[src/rtl/ir_cache_if.sv]
// ir_cache_if: loader stream, reload control and decoder read port of the
// instruction cache. The optional parity-error flag exists only when
// IR_CACHE_PARITY_EN is defined.
`ifndef DATA_WIDTH
`define DATA_WIDTH 32
`endif
`ifndef IR_ADDR_WIDTH
`define IR_ADDR_WIDTH 4
`endif

interface ir_cache_if #(
    parameter int DATA_WIDTH    = `DATA_WIDTH,
    parameter int IR_ADDR_WIDTH = `IR_ADDR_WIDTH
);
    logic                     i_load_valid;
    logic [DATA_WIDTH-1:0]    i_load_data;
    logic                     i_load_last;
    logic                     o_load_ready;
    logic                     i_reload;
    logic                     o_cash_init_done;
    logic [IR_ADDR_WIDTH:0]   o_fill_len;
    logic [IR_ADDR_WIDTH-1:0] i_irp;
    logic [DATA_WIDTH-1:0]    o_data;
`ifdef IR_CACHE_PARITY_EN
    logic                     o_parity_err;

    modport slave (
        input  i_load_valid, i_load_data, i_load_last, i_reload, i_irp,
        output o_load_ready, o_cash_init_done, o_fill_len, o_data, o_parity_err
    );
    modport master (
        output i_load_valid, i_load_data, i_load_last, i_reload, i_irp,
        input  o_load_ready, o_cash_init_done, o_fill_len, o_data, o_parity_err
    );
`else
    modport slave (
        input  i_load_valid, i_load_data, i_load_last, i_reload, i_irp,
        output o_load_ready, o_cash_init_done, o_fill_len, o_data
    );
    modport master (
        output i_load_valid, i_load_data, i_load_last, i_reload, i_irp,
        input  o_load_ready, o_cash_init_done, o_fill_len, o_data
    );
`endif
endinterface

[src/rtl/ir_cache.sv]
// ir_cache: instruction store filled once from a valid/ready loader stream,
// then serving registered single-cycle reads to the decoder until reset or
// reload. Optional feature macro: IR_CACHE_PARITY_EN adds an even-parity bit
// per stored word and a sticky o_parity_err flag.
`ifndef DATA_WIDTH
`define DATA_WIDTH 32
`endif
`ifndef IR_ADDR_WIDTH
`define IR_ADDR_WIDTH 4
`endif

module ir_cache #(
    parameter int DATA_WIDTH    = `DATA_WIDTH,
    parameter int IR_ADDR_WIDTH = `IR_ADDR_WIDTH
) (
    input  logic         clk,
    input  logic         rst,
    ir_cache_if.slave    bus
);
    localparam int DEPTH = 1 << IR_ADDR_WIDTH;
`ifdef IR_CACHE_PARITY_EN
    localparam int MEM_WIDTH = DATA_WIDTH + 1;
`else
    localparam int MEM_WIDTH = DATA_WIDTH;
`endif
    localparam logic [IR_ADDR_WIDTH-1:0] LAST_PTR = '1;

    typedef enum logic {
        FILL  = 1'b0,
        READY = 1'b1
    } state_e;

    state_e                 state_q, state_d;
    logic [IR_ADDR_WIDTH:0] len_q, len_d;
    logic [DATA_WIDTH-1:0]  data_q, data_d;
    logic                   perr_q, perr_d;
    logic [MEM_WIDTH-1:0]   mem [DEPTH];

    logic                     loadReady;
    logic                     xfer;
    logic                     finalXfer;
    logic                     readHit;
    logic [IR_ADDR_WIDTH-1:0] wrPtr;
    logic [MEM_WIDTH-1:0]     rdWord;
    logic [MEM_WIDTH-1:0]     wrWord;

    // The write pointer never wraps: FILL is left at DEPTH-1, so the low
    // bits of the fill length are the next address to write.
    assign wrPtr = len_q[IR_ADDR_WIDTH-1:0];

`ifdef IR_CACHE_PARITY_EN
    assign wrWord = {^bus.i_load_data, bus.i_load_data};
`else
    assign wrWord = bus.i_load_data;
`endif

    // Next-state, handshake and read-data selection; reload overrides everything.
    always_comb begin
        state_d   = state_q;
        len_d     = len_q;
        data_d    = '0;
        perr_d    = perr_q;
        loadReady = (state_q == FILL) && !rst;
        xfer      = bus.i_load_valid && loadReady;
        finalXfer = xfer && (bus.i_load_last || (wrPtr == LAST_PTR));
        readHit   = (state_q == READY) && ({1'b0, bus.i_irp} < len_q);
        rdWord    = mem[bus.i_irp];

        if (readHit) begin
`ifdef IR_CACHE_PARITY_EN
            if (^rdWord) begin
                perr_d = 1'b1;
            end else begin
                data_d = rdWord[DATA_WIDTH-1:0];
            end
`else
            data_d = rdWord[DATA_WIDTH-1:0];
`endif
        end

        case (state_q)
            FILL: begin
                if (bus.i_reload) begin
                    len_d = '0;
                end else if (xfer) begin
                    len_d = len_q + (IR_ADDR_WIDTH+1)'(1);
                    if (finalXfer) begin
                        state_d = READY;
                    end
                end
            end
            READY: begin
                if (bus.i_reload) begin
                    state_d = FILL;
                    len_d   = '0;
                end
            end
            default: begin
                state_d = FILL;
                len_d   = '0;
            end
        endcase

        if (bus.i_reload) begin
            data_d = '0;
            perr_d = 1'b0;
        end
    end

    // Control and output registers with synchronous reset.
    always_ff @(posedge clk) begin
        if (rst) begin
            state_q <= FILL;
            len_q   <= '0;
            data_q  <= '0;
            perr_q  <= 1'b0;
        end else begin
            state_q <= state_d;
            len_q   <= len_d;
            data_q  <= data_d;
            perr_q  <= perr_d;
        end
    end

    // Program storage; contents deliberately survive reset.
    always_ff @(posedge clk) begin
        if (xfer) begin
            mem[wrPtr] <= wrWord;
        end
    end

    assign bus.o_load_ready     = loadReady;
    assign bus.o_cash_init_done = (state_q == READY);
    assign bus.o_fill_len       = len_q;
    assign bus.o_data           = data_q;
`ifdef IR_CACHE_PARITY_EN
    assign bus.o_parity_err     = perr_q;
`endif

endmodule

[src/flat_wrapper.sv]
// flat-port wrapper written by rule: the top's interface ports become plain ports
module ir_cache_flat 
#(
    parameter int DATA_WIDTH    = `DATA_WIDTH,
    parameter int IR_ADDR_WIDTH = `IR_ADDR_WIDTH
)
  (clk, rst, bus_i_load_valid, bus_i_load_data, bus_i_load_last, bus_i_reload, bus_i_irp, bus_o_load_ready, bus_o_cash_init_done, bus_o_fill_len, bus_o_data);
  ir_cache_if #(.DATA_WIDTH(DATA_WIDTH), .IR_ADDR_WIDTH(IR_ADDR_WIDTH)) bus_i ();
  input  logic clk;
  input  logic rst;
  input wire logic [$bits(bus_i.i_load_valid)-1:0] bus_i_load_valid;
  input wire logic [$bits(bus_i.i_load_data)-1:0] bus_i_load_data;
  input wire logic [$bits(bus_i.i_load_last)-1:0] bus_i_load_last;
  input wire logic [$bits(bus_i.i_reload)-1:0] bus_i_reload;
  input wire logic [$bits(bus_i.i_irp)-1:0] bus_i_irp;
  output wire logic [$bits(bus_i.o_load_ready)-1:0] bus_o_load_ready;
  output wire logic [$bits(bus_i.o_cash_init_done)-1:0] bus_o_cash_init_done;
  output wire logic [$bits(bus_i.o_fill_len)-1:0] bus_o_fill_len;
  output wire logic [$bits(bus_i.o_data)-1:0] bus_o_data;
  assign bus_i.i_load_valid = bus_i_load_valid;
  assign bus_i.i_load_data = bus_i_load_data;
  assign bus_i.i_load_last = bus_i_load_last;
  assign bus_i.i_reload = bus_i_reload;
  assign bus_i.i_irp = bus_i_irp;
  assign bus_o_load_ready = bus_i.o_load_ready;
  assign bus_o_cash_init_done = bus_i.o_cash_init_done;
  assign bus_o_fill_len = bus_i.o_fill_len;
  assign bus_o_data = bus_i.o_data;
  ir_cache #(.DATA_WIDTH(DATA_WIDTH), .IR_ADDR_WIDTH(IR_ADDR_WIDTH)) u_core (.clk(clk), .rst(rst), .bus(bus_i));
endmodule
[config.mk]
export PLATFORM = sky130hd
export DESIGN_NAME = ir_cache_flat
export DESIGN_NICKNAME = d
export VERILOG_FILES = /design/src/rtl/ir_cache_if.sv /design/src/rtl/ir_cache.sv /design/src/flat_wrapper.sv
export SDC_FILE = /design/constraint.sdc
export NUM_CORES = 1
export LEC_CHECK = 0
export CORE_ASPECT_RATIO = 1.25
export CORE_MARGIN = 8
export CORE_UTILIZATION = 35
export CTS_CLUSTER_DIAMETER = 200
export DETAILED_ROUTE_END_ITERATION = 8
export SYNTH_ARGS = -nofsm -noshare
export SYNTH_HDL_FRONTEND = slang
export SYNTH_SLANG_ARGS = --single-unit
[constraint.sdc]
create_clock -name clk -period 12 [get_ports clk]
set_input_delay 3.6 -clock clk [delete_from_list [all_inputs] [get_ports clk]]
set_output_delay 3.6 -clock clk [all_outputs]
set_load 0.01 [all_outputs]
==> results.ini <==
[final_layout]
syn_to_final_growth_pct = 15.9
nets = 1034
stdcell_area_mm2 = 0.0239
drive_above_1_share = 0.251

[timing]
maxSlewHeadroom = 0.324
clock-skew-final_ns = 0.0125
final_hold_viol_count = 0
tns_ns = 0
setup_viol = 0
fin_crit_ns = 8.39
worst_pin_slew_ns = 1.00
post-route-worst-setup-slack_ns = 3.61
max_freq_mhz = 119
timing.final.max_slew_violations = 0
grt_setup_unrepaired = no
holdWs_ns = 0.520
fin_crit_sh = 0.700

[global_route]
grt_pass1_wl_mm = 63.1
grt_start_max_net_pins = 64
antenna_found_initial = 2
gr-total-overflow = 0
grt_usage = 0.127
grt_pass1_vias = 9689

[synthesis]
syn-instance-count = 878
synth_area_mm2 = 0.0206
syn_avg_cell_area_um2 = 23.5
synth.most_common_cell = edfxtp_1
async_reset_ff_frac = 0
yosysWarningCount = 0
synth_top_cell_by_area = edfxtp_1
ys_ff_latch = 550
synth_area_leaders = edfxtp_1, mux4_2, dfxtp_1
ys.flop_type = edfxtp_1
synth_edf_count = 512
netlist.area_leader.share = 0.746
synthTopCellsByCount = edfxtp_1, mux4_2, mux2i_1
synth.yosys.seq_area_share = 0.783
synthDistinctLibCells = 32
synth_fp_nets = 926

[die]
pin_count = 80
die-height_um = 287
dieArea_mm2 = 0.0670
start_util = 0.353
die_w_um = 233
num_rows = 99
coreArea_mm2 = 0.0583

[clocking]
clkLatencyLatePin_ns = 0.56
clock_sinks = 550
cts_tree = done
cts.clk_slew.worst_paths_ns = 0.06
ctsResizeCount = 0
holdBufCountCts = 0
cts.htree.levels = 2
cts-root-buf = clkbuf_16
cts_made_buffers = 50
post-cts-setup-buffers = 0
ctsLongestPathBuffers = 3

[worst_setup_path]
crit_fanout = 6
crit_chain = clkdlybuf4s50_1 -> nor2_1 -> clkdlybuf4s50_1
path_class = in -> out
critical_path.slowest_cell = clkdlybuf4s50_1
cp_num_buf_inv = 2
arrival_ns = 4.79
reg2regPathDepth = 3
end_kind = output pin
cp_common_cell = clkdlybuf4s50_1
cp-start-kind = input pin
critical_path.top_delay_family = buffers and inverters
required_ns = 8.40
crit_cells = 3
critPathMaxStageDelay_ns = 0.55

[power_and_ir_drop]
power.total_mw = 3.79
p_leak_nw = 7.54
peakVddDrop_uv = 99.0
power_density_mw_per_mm2 = 158

[run]
drv_cap = 0

[drt]
via_per_inst = 5.07
final_antenna_net_count = 0
routedWlPerCell_um = 24.1
dr.pass1.iters = 5
drt_iter0_drc = 688
wl_mm = 42.9
via_count = 9044
drc = 0

[placement]
dpl-instance-area_mm2 = 0.0223
port_buffers = 79
dp_hpwl_mm = 20.9
dp_worst_setup_slack_ns = 3.59
gp_congestion = 0.680

[outcome]
status = finished clean

[min_path]
holdPathStages = 2
hold_class = reg -> reg

routing by layer:
metal  vias up  GRT usage  share of wire
met5         -          0              0
met4         0     0.0333          0.020
met3        54     0.0216          0.038
met2       158      0.225           0.52
met1      4904      0.160           0.42
li1       3928          -              -
worst paths after layout:
check	start	end	slack, ns
worst max-delay path	rst	bus_o_load_ready	3.61
worst min register to register	u_core.bus.o_fill_len[4]$_SDFFE_PP0P_	u_core.bus.o_fill_len[4]$_SDFFE_PP0P_	0.52
worst min-delay path	u_core.bus.o_fill_len[4]$_SDFFE_PP0P_	u_core.bus.o_fill_len[4]$_SDFFE_PP0P_	0.52
worst max register to register	u_core.bus.o_fill_len[2]$_SDFFE_PP0P_	u_core.mem[14][0]$_DFFE_PP_	9.42
state kept, by name, indices dropped and copies added (netlist names):
register                     flops
u_core.mem                     512
u_core.bus.o_fill_len            5
u_core.bus.o_data               32
u_core.bus.o_cash_init_done      1
placed cells by master, fill, tap and decap left out, types with 3 or more instances in the layout:
| master | Yosys | layout |
|---|---|---|
| inv_1 | 5 | 5 |
| o22ai_1 | 13 | 13 |
| buf_4 | 2 | 24 |
| clkbuf_1 | 19 | 20 |
| edfxtp_1 | 512 | 512 |
| clkinv_2 | 0 | 6 |
| clkbuf_16 | 0 | 53 |
| mux2i_1 | 65 | 65 |
| clkbuf_8 | 0 | 6 |
| clkdlybuf4s50_1 | 0 | 76 |
| o22ai_2 | 20 | 20 |
| mux4_2 | 128 | 128 |
| nor2_1 | 7 | 7 |
| dfxtp_1 | 38 | 38 |
| and3_2 | 0 | 7 |
| clkinv_1 | 0 | 5 |
| xnor2_1 | 3 | 3 |
| ha_1 | 7 | 7 |
| and2_2 | 0 | 8 |
report_power, final:
group	switching (mW)	leakage [nW]	internal [mW]
logic	0.0773	1.85	0.0670
clock network	0.654	0.772	0.882
registers	0.00224	4.92	2.10
through the flow:
step	utilization	cells
floorplan	-	878
global placement	0.382	1691
detailed placement	0.382	1691
CTS	0.409	1782
global route	0.409	1782
finish	0.410	1784
kinds of logic after synthesis:
kind of cell | share of synthesized area
buffers and inverters | 0.0120
XOR/XNOR | 0.00127
flip-flops | 0.783
AO/OA/AOI/OAI | 0.0175
AND/OR/NAND/NOR | 0.0107
multiplexers | 0.171
adder cells (fa/ha/maj) | 0.00425
worst reg2reg max path, stage by stage, from the launching register on:
cell and delay [ns]:
dfxtp_1 0.46, nor4bb_1 0.83, and3_2 0.31, buf_4 0.57
final cells by class:
| class | count | area [um2] |
|---|---|---|
| multi-input combinational | 278 | 4260 |
| inverter | 5 | 18.8 |
| antenna | 2 | 5.00 |
| timing repair buffer | 101 | 955 |
| tap | 757 | 947 |
| clock inverter | 13 | 109 |
| clock buffer | 78 | 1470 |
| fill | 5039 | 34400 |
| sequential | 550 | 16100 |
Power figures use the tool's default switching activity.
